`config.mk`:
```
export PLATFORM = sky130hd
export DESIGN_NAME = mux_rr_n
export DESIGN_NICKNAME = d
export VERILOG_FILES = /design/src/rtl/mux_rr_n.sv
export SDC_FILE = /design/constraint.sdc
export NUM_CORES = 1
export LEC_CHECK = 0
export CORE_MARGIN = 4
export CORE_UTILIZATION = 56
export DETAILED_ROUTE_END_ITERATION = 8
export DONT_BUFFER_PORTS = 1
export PLACE_DENSITY = 0.75
export SYNTH_ARGS = -nofsm -noshare
export SYNTH_HDL_FRONTEND = slang
export SYNTH_SLANG_ARGS = --single-unit
```
`constraint.sdc`:
```
create_clock -name f2 -period 4.7 [get_ports f2]
set_clock_uncertainty 0.05 [all_clocks]
set_input_delay 1.41 -clock f2 [delete_from_list [all_inputs] [get_ports f2]]
set_output_delay 1.41 -clock f2 [all_outputs]
set_load 0.005 [all_outputs]
```
`src/rtl/mux_rr_n.sv`:
```
// mux_rr_n: N-channel valid/ready multiplexer.
// Each input lane has a one-word holding register. One held word per cycle is
// granted into a registered output stage that honours downstream backpressure.
// Arbitration is round-robin (MODE 0) or fixed lowest-index priority (MODE 1).
// Words offered while a lane is not ready are counted in a saturating counter.
module mux_rr_n #(
  parameter int NUM_CH     = 4,
  parameter int DATA_WIDTH = 8,
  parameter int CH_W       = 2,
  parameter int MODE       = 0
) (
  input  logic                         f2,
  input  logic                         reset_L,
  input  logic [NUM_CH*DATA_WIDTH-1:0] data_in,
  input  logic [NUM_CH-1:0]            valid_in,
  output logic [NUM_CH-1:0]            ready_in,
  output logic [DATA_WIDTH-1:0]        data_out,
  output logic                         valid_out,
  output logic [CH_W-1:0]              ch_out,
  input  logic                         ready_out,
  output logic [15:0]                  drop_cnt
);

  logic [NUM_CH-1:0]     hold_valid_q, hold_valid_d;
  logic [DATA_WIDTH-1:0] hold_data_q [NUM_CH];
  logic [DATA_WIDTH-1:0] hold_data_d [NUM_CH];
  logic [CH_W-1:0]       rr_ptr_q, rr_ptr_d;
  logic [DATA_WIDTH-1:0] data_out_q, data_out_d;
  logic                  valid_out_q, valid_out_d;
  logic [CH_W-1:0]       ch_out_q, ch_out_d;
  logic [15:0]           drop_cnt_q, drop_cnt_d;

  logic                  load_s;
  logic                  grant_vld_s;
  logic [CH_W-1:0]       grant_s;
  logic [4:0]            refused_cnt_s;
  logic [16:0]           drop_sum_s;

  // A lane is ready only when its holding register is empty and reset is not asserted.
  assign ready_in = ~hold_valid_q & {NUM_CH{~reset_L}};
  // The output register may take a new word when it is empty or being drained.
  assign load_s   = ~valid_out_q | ready_out;

  assign data_out  = data_out_q;
  assign valid_out = valid_out_q;
  assign ch_out    = ch_out_q;
  assign drop_cnt  = drop_cnt_q;

  // Arbiter: pick the winning held word (rotating search or lowest index).
  always_comb begin
    int idx;
    idx         = 0;
    grant_vld_s = 1'b0;
    grant_s     = '0;
    if (MODE == 1) begin
      // Scan downward so the lowest set index is the last one written.
      for (int k = NUM_CH - 1; k >= 0; k--) begin
        grant_s     = hold_valid_q[k] ? CH_W'(k) : grant_s;
        grant_vld_s = grant_vld_s | hold_valid_q[k];
      end
    end else begin
      // Search from rr_ptr, wrapping at NUM_CH (not at 2**CH_W).
      for (int k = 0; k < NUM_CH; k++) begin
        idx = int'(rr_ptr_q) + k;
        idx = (idx >= NUM_CH) ? (idx - NUM_CH) : idx;
        grant_s     = (!grant_vld_s && hold_valid_q[idx]) ? CH_W'(idx) : grant_s;
        grant_vld_s = grant_vld_s | hold_valid_q[idx];
      end
    end
  end

  // Count lanes offering a word that is refused this cycle.
  always_comb begin
    refused_cnt_s = 5'd0;
    for (int i = 0; i < NUM_CH; i++) begin
      refused_cnt_s = refused_cnt_s + 5'(valid_in[i] & ~ready_in[i]);
    end
  end

  assign drop_sum_s = {1'b0, drop_cnt_q} + {12'd0, refused_cnt_s};

  // Next-state: hold capture/release, output stage load or stall, pointer and drop count.
  always_comb begin
    hold_valid_d = hold_valid_q;
    hold_data_d  = hold_data_q;
    rr_ptr_d     = rr_ptr_q;
    data_out_d   = data_out_q;
    valid_out_d  = valid_out_q;
    ch_out_d     = ch_out_q;
    drop_cnt_d   = drop_sum_s[16] ? 16'hFFFF : drop_sum_s[15:0];

    for (int i = 0; i < NUM_CH; i++) begin
      if (valid_in[i] && ready_in[i]) begin
        hold_valid_d[i] = 1'b1;
        hold_data_d[i]  = data_in[i*DATA_WIDTH +: DATA_WIDTH];
      end else if (load_s && grant_vld_s && (int'(grant_s) == i)) begin
        hold_valid_d[i] = 1'b0;
      end else begin
        hold_valid_d[i] = hold_valid_q[i];
      end
    end

    if (load_s) begin
      if (grant_vld_s) begin
        data_out_d  = hold_data_q[grant_s];
        ch_out_d    = grant_s;
        valid_out_d = 1'b1;
        if (MODE == 1) begin
          rr_ptr_d = '0;
        end else begin
          rr_ptr_d = (int'(grant_s) == NUM_CH - 1) ? '0 : grant_s + CH_W'(1);
        end
      end else begin
        valid_out_d = 1'b0;
      end
    end else begin
      valid_out_d = valid_out_q;
    end
  end

  // State registers with synchronous reset that discards every held and output word.
  always_ff @(posedge f2) begin
    if (reset_L) begin
      hold_valid_q <= '0;
      for (int i = 0; i < NUM_CH; i++) begin
        hold_data_q[i] <= '0;
      end
      rr_ptr_q    <= '0;
      data_out_q  <= '0;
      valid_out_q <= 1'b0;
      ch_out_q    <= '0;
      drop_cnt_q  <= 16'd0;
    end else begin
      hold_valid_q <= hold_valid_d;
      hold_data_q  <= hold_data_d;
      rr_ptr_q     <= rr_ptr_d;
      data_out_q   <= data_out_d;
      valid_out_q  <= valid_out_d;
      ch_out_q     <= ch_out_d;
      drop_cnt_q   <= drop_cnt_d;
    end
  end

endmodule

```
Word level (Yosys, flattened, before mapping). Index checks and enable logic that the tools add are counted.

Register bits after elaboration: 65. Bits of input ports: 39. Output and inout port bits: 31. Logic and storage cells: 109.

$add $sub $neg: 12. Magnitude comparators: 9. Equality and inequality tests: 3. Multiplexer cells: 34. Bitwise operators: 17. Reduce and logical (&&, ||, !) cells: 21.

Operators by type and width (number): $lt 32x4->1 const B (4); $mux 32 (4); $and 1x5->5 (4); $not 1->5 (4); $add 16x5->17 (1); $mux 1 (17); $bmux 8 s2 (1); $mux 16 (1); $mux 8 (2); $add 5x5->5 (3); $ge 3x3->1 const B (4); $logic_and 1x1->1 (12); $sub 3x3->4 const B (3); $mux 2 (5); $bmux 1 s2 (4); $reduce_bool 2->1 (4); $add 2x2->3 const B (2); $and 4x4->4 (1); $eq 2x2->1 const B (2); $not 4->4 (1); $or 1x1->1 (4); $sub 2x3->4 const B (1); $add 2x1->3 const B (1); $ge 2x3->1 const B (1); 7 further kinds (10).

Longest topological paths before layout.
Depth in word-level cells: 15. Depth in mapped cells: 15. Gate-level depth less buffers: 12.

Worst setup path after synthesis. No wires, ideal clock.

Path kind: input-to-reg. Start: in reset_L. End: reg drop_cnt_q[10] (netlist: drop_cnt[10]). Setup time: 71 ps. Arrival time: 4344 ps. Data required time: 4579 ps. Slack: 236 ps. Stages: 15. Cell sequence: clkbuf_1 -> buf_1 -> o21ai_1 -> fa_1 -> inv_1 -> ha_1 -> ha_1 -> inv_1 -> fa_1 -> nor2b_1 -> o21bai_1 -> nor2_1 -> nand3_1 -> buf_2 -> a21oi_1.

Longest elaborated chain between the ends: 9.

RTL lines: start, declared (RTL line 13) `input logic reset_L,`; $not 1->1 (RTL line 40) `assign ready_in = ~hold_valid_q & {NUM_CH{~reset_L}};`; $and 4x4->4 (RTL line 40); $not 1->5 (RTL line 76) `refused_cnt_s = refused_cnt_s + 5'(valid_in[i] & ~ready_in[i]);`; $and 1x5->5 (RTL line 76); $add 5x5->5 (3 in a row) (RTL line 76); $add 16x5->17 (RTL line 80) `assign drop_sum_s = {1'b0, drop_cnt_q} + {12'd0, refused_cnt_s};`; $mux 16 (RTL line 90) `drop_cnt_d = drop_sum_s[16] ? 16'hFFFF : drop_sum_s[15:0];`; end signal, assigned (RTL line 140) `drop_cnt_q <= drop_cnt_d;`; end, declared (RTL line 31) `logic [15:0] drop_cnt_q, drop_cnt_d;`.

Several ways; a longest one is shown, not always the timed one. A chain may end at the register's enable or synchronous reset.

Worst setup path after layout.
Start: in reset_L. End: reg drop_cnt_q[0] (netlist: drop_cnt[0]).

The elaborated chain is that of the path after synthesis.

==> results.toml <==
[setup_path]
crit_arrival_ns = 4.21
path_cells = "o21ai_1 -> fa_1 -> inv_1 -> ha_1 -> ha_1 -> inv_1 -> fa_1 -> nor2b_1 -> o21bai_1 -> nor2_1 -> nand3_1 -> a21oi_1"
crit_family = "adder cells"
end_kind = "flip-flop"
cp_num_buf_inv = 2
max_stage_delay_ns = 0.55
path_class = "input pin to flip-flop"
crit_fanout = 73
cp.depth = 12
cpMaxStageDelayCell = "fa_1"
crit_path_start_kind = "input pin"
ff2ff_path_depth = 12
cp.required_ns = 4.91

[clock_tree]
cts_resized = 0
cts.sinks = 65
cts_buffers = 9
clock_latency_ns = 0.34
clkTransAtPathRegs_ns = 0.06
cts_tree = "done"
h-tree-depth = 3
cts_buffer_depth = 2
post_cts_buffers = 0
cts_hold_buffers = 0
clock-root-buffer = "clkbuf_8"

[detailed_routing]
antenna_left = 0
route.vias.total = 2337
viasPerCell = 5.60
drc_errors = 0
first_pass_iters = 4
dr.first_iter.drc_count = 184
wl_um = 6570
wl_per_cell_um = 15.8

[sta]
setup_violations = 0
rsz0062_at_grt = "false"
maxSlewHeadroom_pct = 47.7
hold_ws_ns = 0.399
period_share_pct = 85.1
worst_slew_pin_slew_ns = 0.783
max_freq_mhz = 250
layout_min_cycle_time_ns = 4.00
hold_viol_final = 0
drv_slew = 0
fin_setup_tns_ns = 0

[yosys]
synth_flop_cell = "dfxtp_1"
ys_seq_area_share_pct = 43.5
synthCells = 354
yosysTopAreaCell = "dfxtp_1"
synth_area_per_cell_um2 = 8.46
synth-async-reset-ratio_pct = 0
yosysUniqueCellTypes = 43
synth_edf_count = 0
synthesis.area_um2 = 2990
synth.most_common_cell = "nand2_1"
synth_nets = 404
synth-seq-cells = 65
ys_warn_count = 0
yosys-top-cells-area = "dfxtp_1, nand2_1, a21oi_1, mux2i_1, ha_1"
synth_top_area_share_pct = 43.5
synth_common_cells = "nand2_1, dfxtp_1, a21oi_1"

[layout]
fin_nets = 393
area_growth_pct = 4.26
drive_gt1_share_pct = 6.34
fill_cells = 499
multi_input_area_um2 = 1530
diodes = 0
regArea_um2 = 1300

[pwr]
p_int_uw = 885
combPwrFrac_pct = 16.8
seq_power_share_pct = 50.9
swShare_pct = 29.6
power_switching_uw = 372
power.density_nw_per_um2 = 403
irDropWorstVdd_uv = 204
power.share.clock_pct = 32.3
leakage_nw = 1.16

[global_route]
grt_max_degree = 74
grt_overflow = 0
antenna_found_initial = 0
grt_pass1_vias = 2266
grt_pass1_wl_um = 10600
grt_usage_pct = 21.4

[place]
port_buffers = 0
place_hpwl_um = 4560
place_congestion = 0.760

[floorplan]
io_pins = 70
die-area_um2 = 6580
dieHeight_um = 81.1
die_w_um = 81.1
core_area_um2 = 5140
start_util_pct = 58.3
num_rows = 26

[job]
drv_cap = 0

[outcome]
outcome = "finished, final reports clean"

[worst_hold_path]
holdPathStages = 2
hold_class = "flip-flop to flip-flop"
==> area by class of cell <==
| class | instances | share of cell area [%] |
|---|---|---|
| Tap cell | 70 | 2.81 |
| Sequential cell | 65 | 41.7 |
| Clock inverter | 3 | 0.561 |
| Clock buffer | 12 | 4.65 |
| Inverter | 10 | 1.20 |
| Multi-Input combinational cell | 257 | 49.1 |
==> tightest hold or removal path, delay by kind of cell, from the launching register on <==
family / cells / cell delay (ns)
flip-flops: 1 / 0.31
AND/OR/NAND/NOR: 1 / 0.05
AO/OA/AOI/OAI: 1 / 0.05
==> cell usage in the layout, fill, tap and decap left out, types with 2 or more instances in the layout <==
| cell | Yosys | final |
|---|---|---|
| nor3b_1 | 2 | 2 |
| nand2_1 | 82 | 82 |
| a21oi_1 | 56 | 56 |
| nor3_1 | 3 | 3 |
| ha_1 | 9 | 9 |
| nand3b_1 | 8 | 8 |
| clkinv_2 | 0 | 2 |
| clkbuf_1 | 13 | 2 |
| fa_1 | 2 | 2 |
| nand2b_1 | 6 | 6 |
| xor2_1 | 5 | 5 |
| mux2i_1 | 17 | 17 |
| inv_1 | 9 | 9 |
| a21oi_2 | 2 | 2 |
| dfxtp_1 | 65 | 65 |
| clkbuf_8 | 0 | 10 |
| nor2b_1 | 8 | 8 |
| o221ai_1 | 8 | 8 |
| and3_1 | 4 | 4 |
| nand3_1 | 5 | 5 |
| nor4_1 | 2 | 2 |
| nor2_1 | 15 | 15 |
| o21ai_1 | 3 | 3 |
| xnor2_1 | 5 | 5 |
==> cell families (layout without fill, tap and decap cells) <==
group                      Yosys count  count (layout)  synth area share, %
DFF                                 65              65                 43.5
adders and majority gates           11              11                 5.10
xor gates and xnor gates            10              10                 2.93
AOI/OAI and AO/OA                   79              79                 15.8
muxes                               17              17                 5.68
buffers and inverters               32              25                 5.35
and+or+nand+nor                    140             140                 21.7
==> metal layers <==
metal	share of wire (%)	vias to the layer above	GRT usage [%]
li1	-	1172	-
met1	44	1095	26.3
met2	46	59	32.9
met3	7.6	11	7.65
met4	2.5	0	11.3
met5	0	-	0
==> registers in the layout (all words and copies together) (netlist names) <==
signal / cells
hold_data_q: 32
ch_out: 2
hold_valid_q: 4
rr_ptr_q: 2
valid_out: 1
data_out: 8
drop_cnt: 16
==> through the flow <==
stage | util, % | area, um^2 | power [mW] | std cells | setup slack [ns]
floorplan | - | 2990 | 0.839 | 354 | 0.236
global placement | 57.6 | 2960 | 0.858 | 402 | 0.484
detailed placement | 57.6 | 2960 | 0.865 | 402 | 0.365
CTS | 60.7 | 3120 | 1.27 | 417 | 0.714
global route | 60.7 | 3120 | 1.33 | 417 | 0.487
finish | 60.7 | 3120 | 1.26 | 417 | 0.702
==> power groups by stage <==
stage / logic (mW) / clock network, mW / registers, mW
floorplan: 0.203 / 0 / 0.637
global placement: 0.207 / 0 / 0.651
detailed placement: 0.212 / 0 / 0.653
CTS: 0.213 / 0.413 / 0.641
global route: 0.245 / 0.442 / 0.645
finish: 0.211 / 0.406 / 0.640
==> final timing paths <==
kind | from | end | slack [ns]
worst max-delay path | reset_L | drop_cnt[0] | 0.70
worst max register to register | hold_valid_q[0] | drop_cnt[0] | 1.14
worst min-delay path | hold_data_q[23] | hold_data_q[23] | 0.40
worst min register to register | hold_data_q[23] | hold_data_q[23] | 0.40
(Power assumes the default switching activity.)
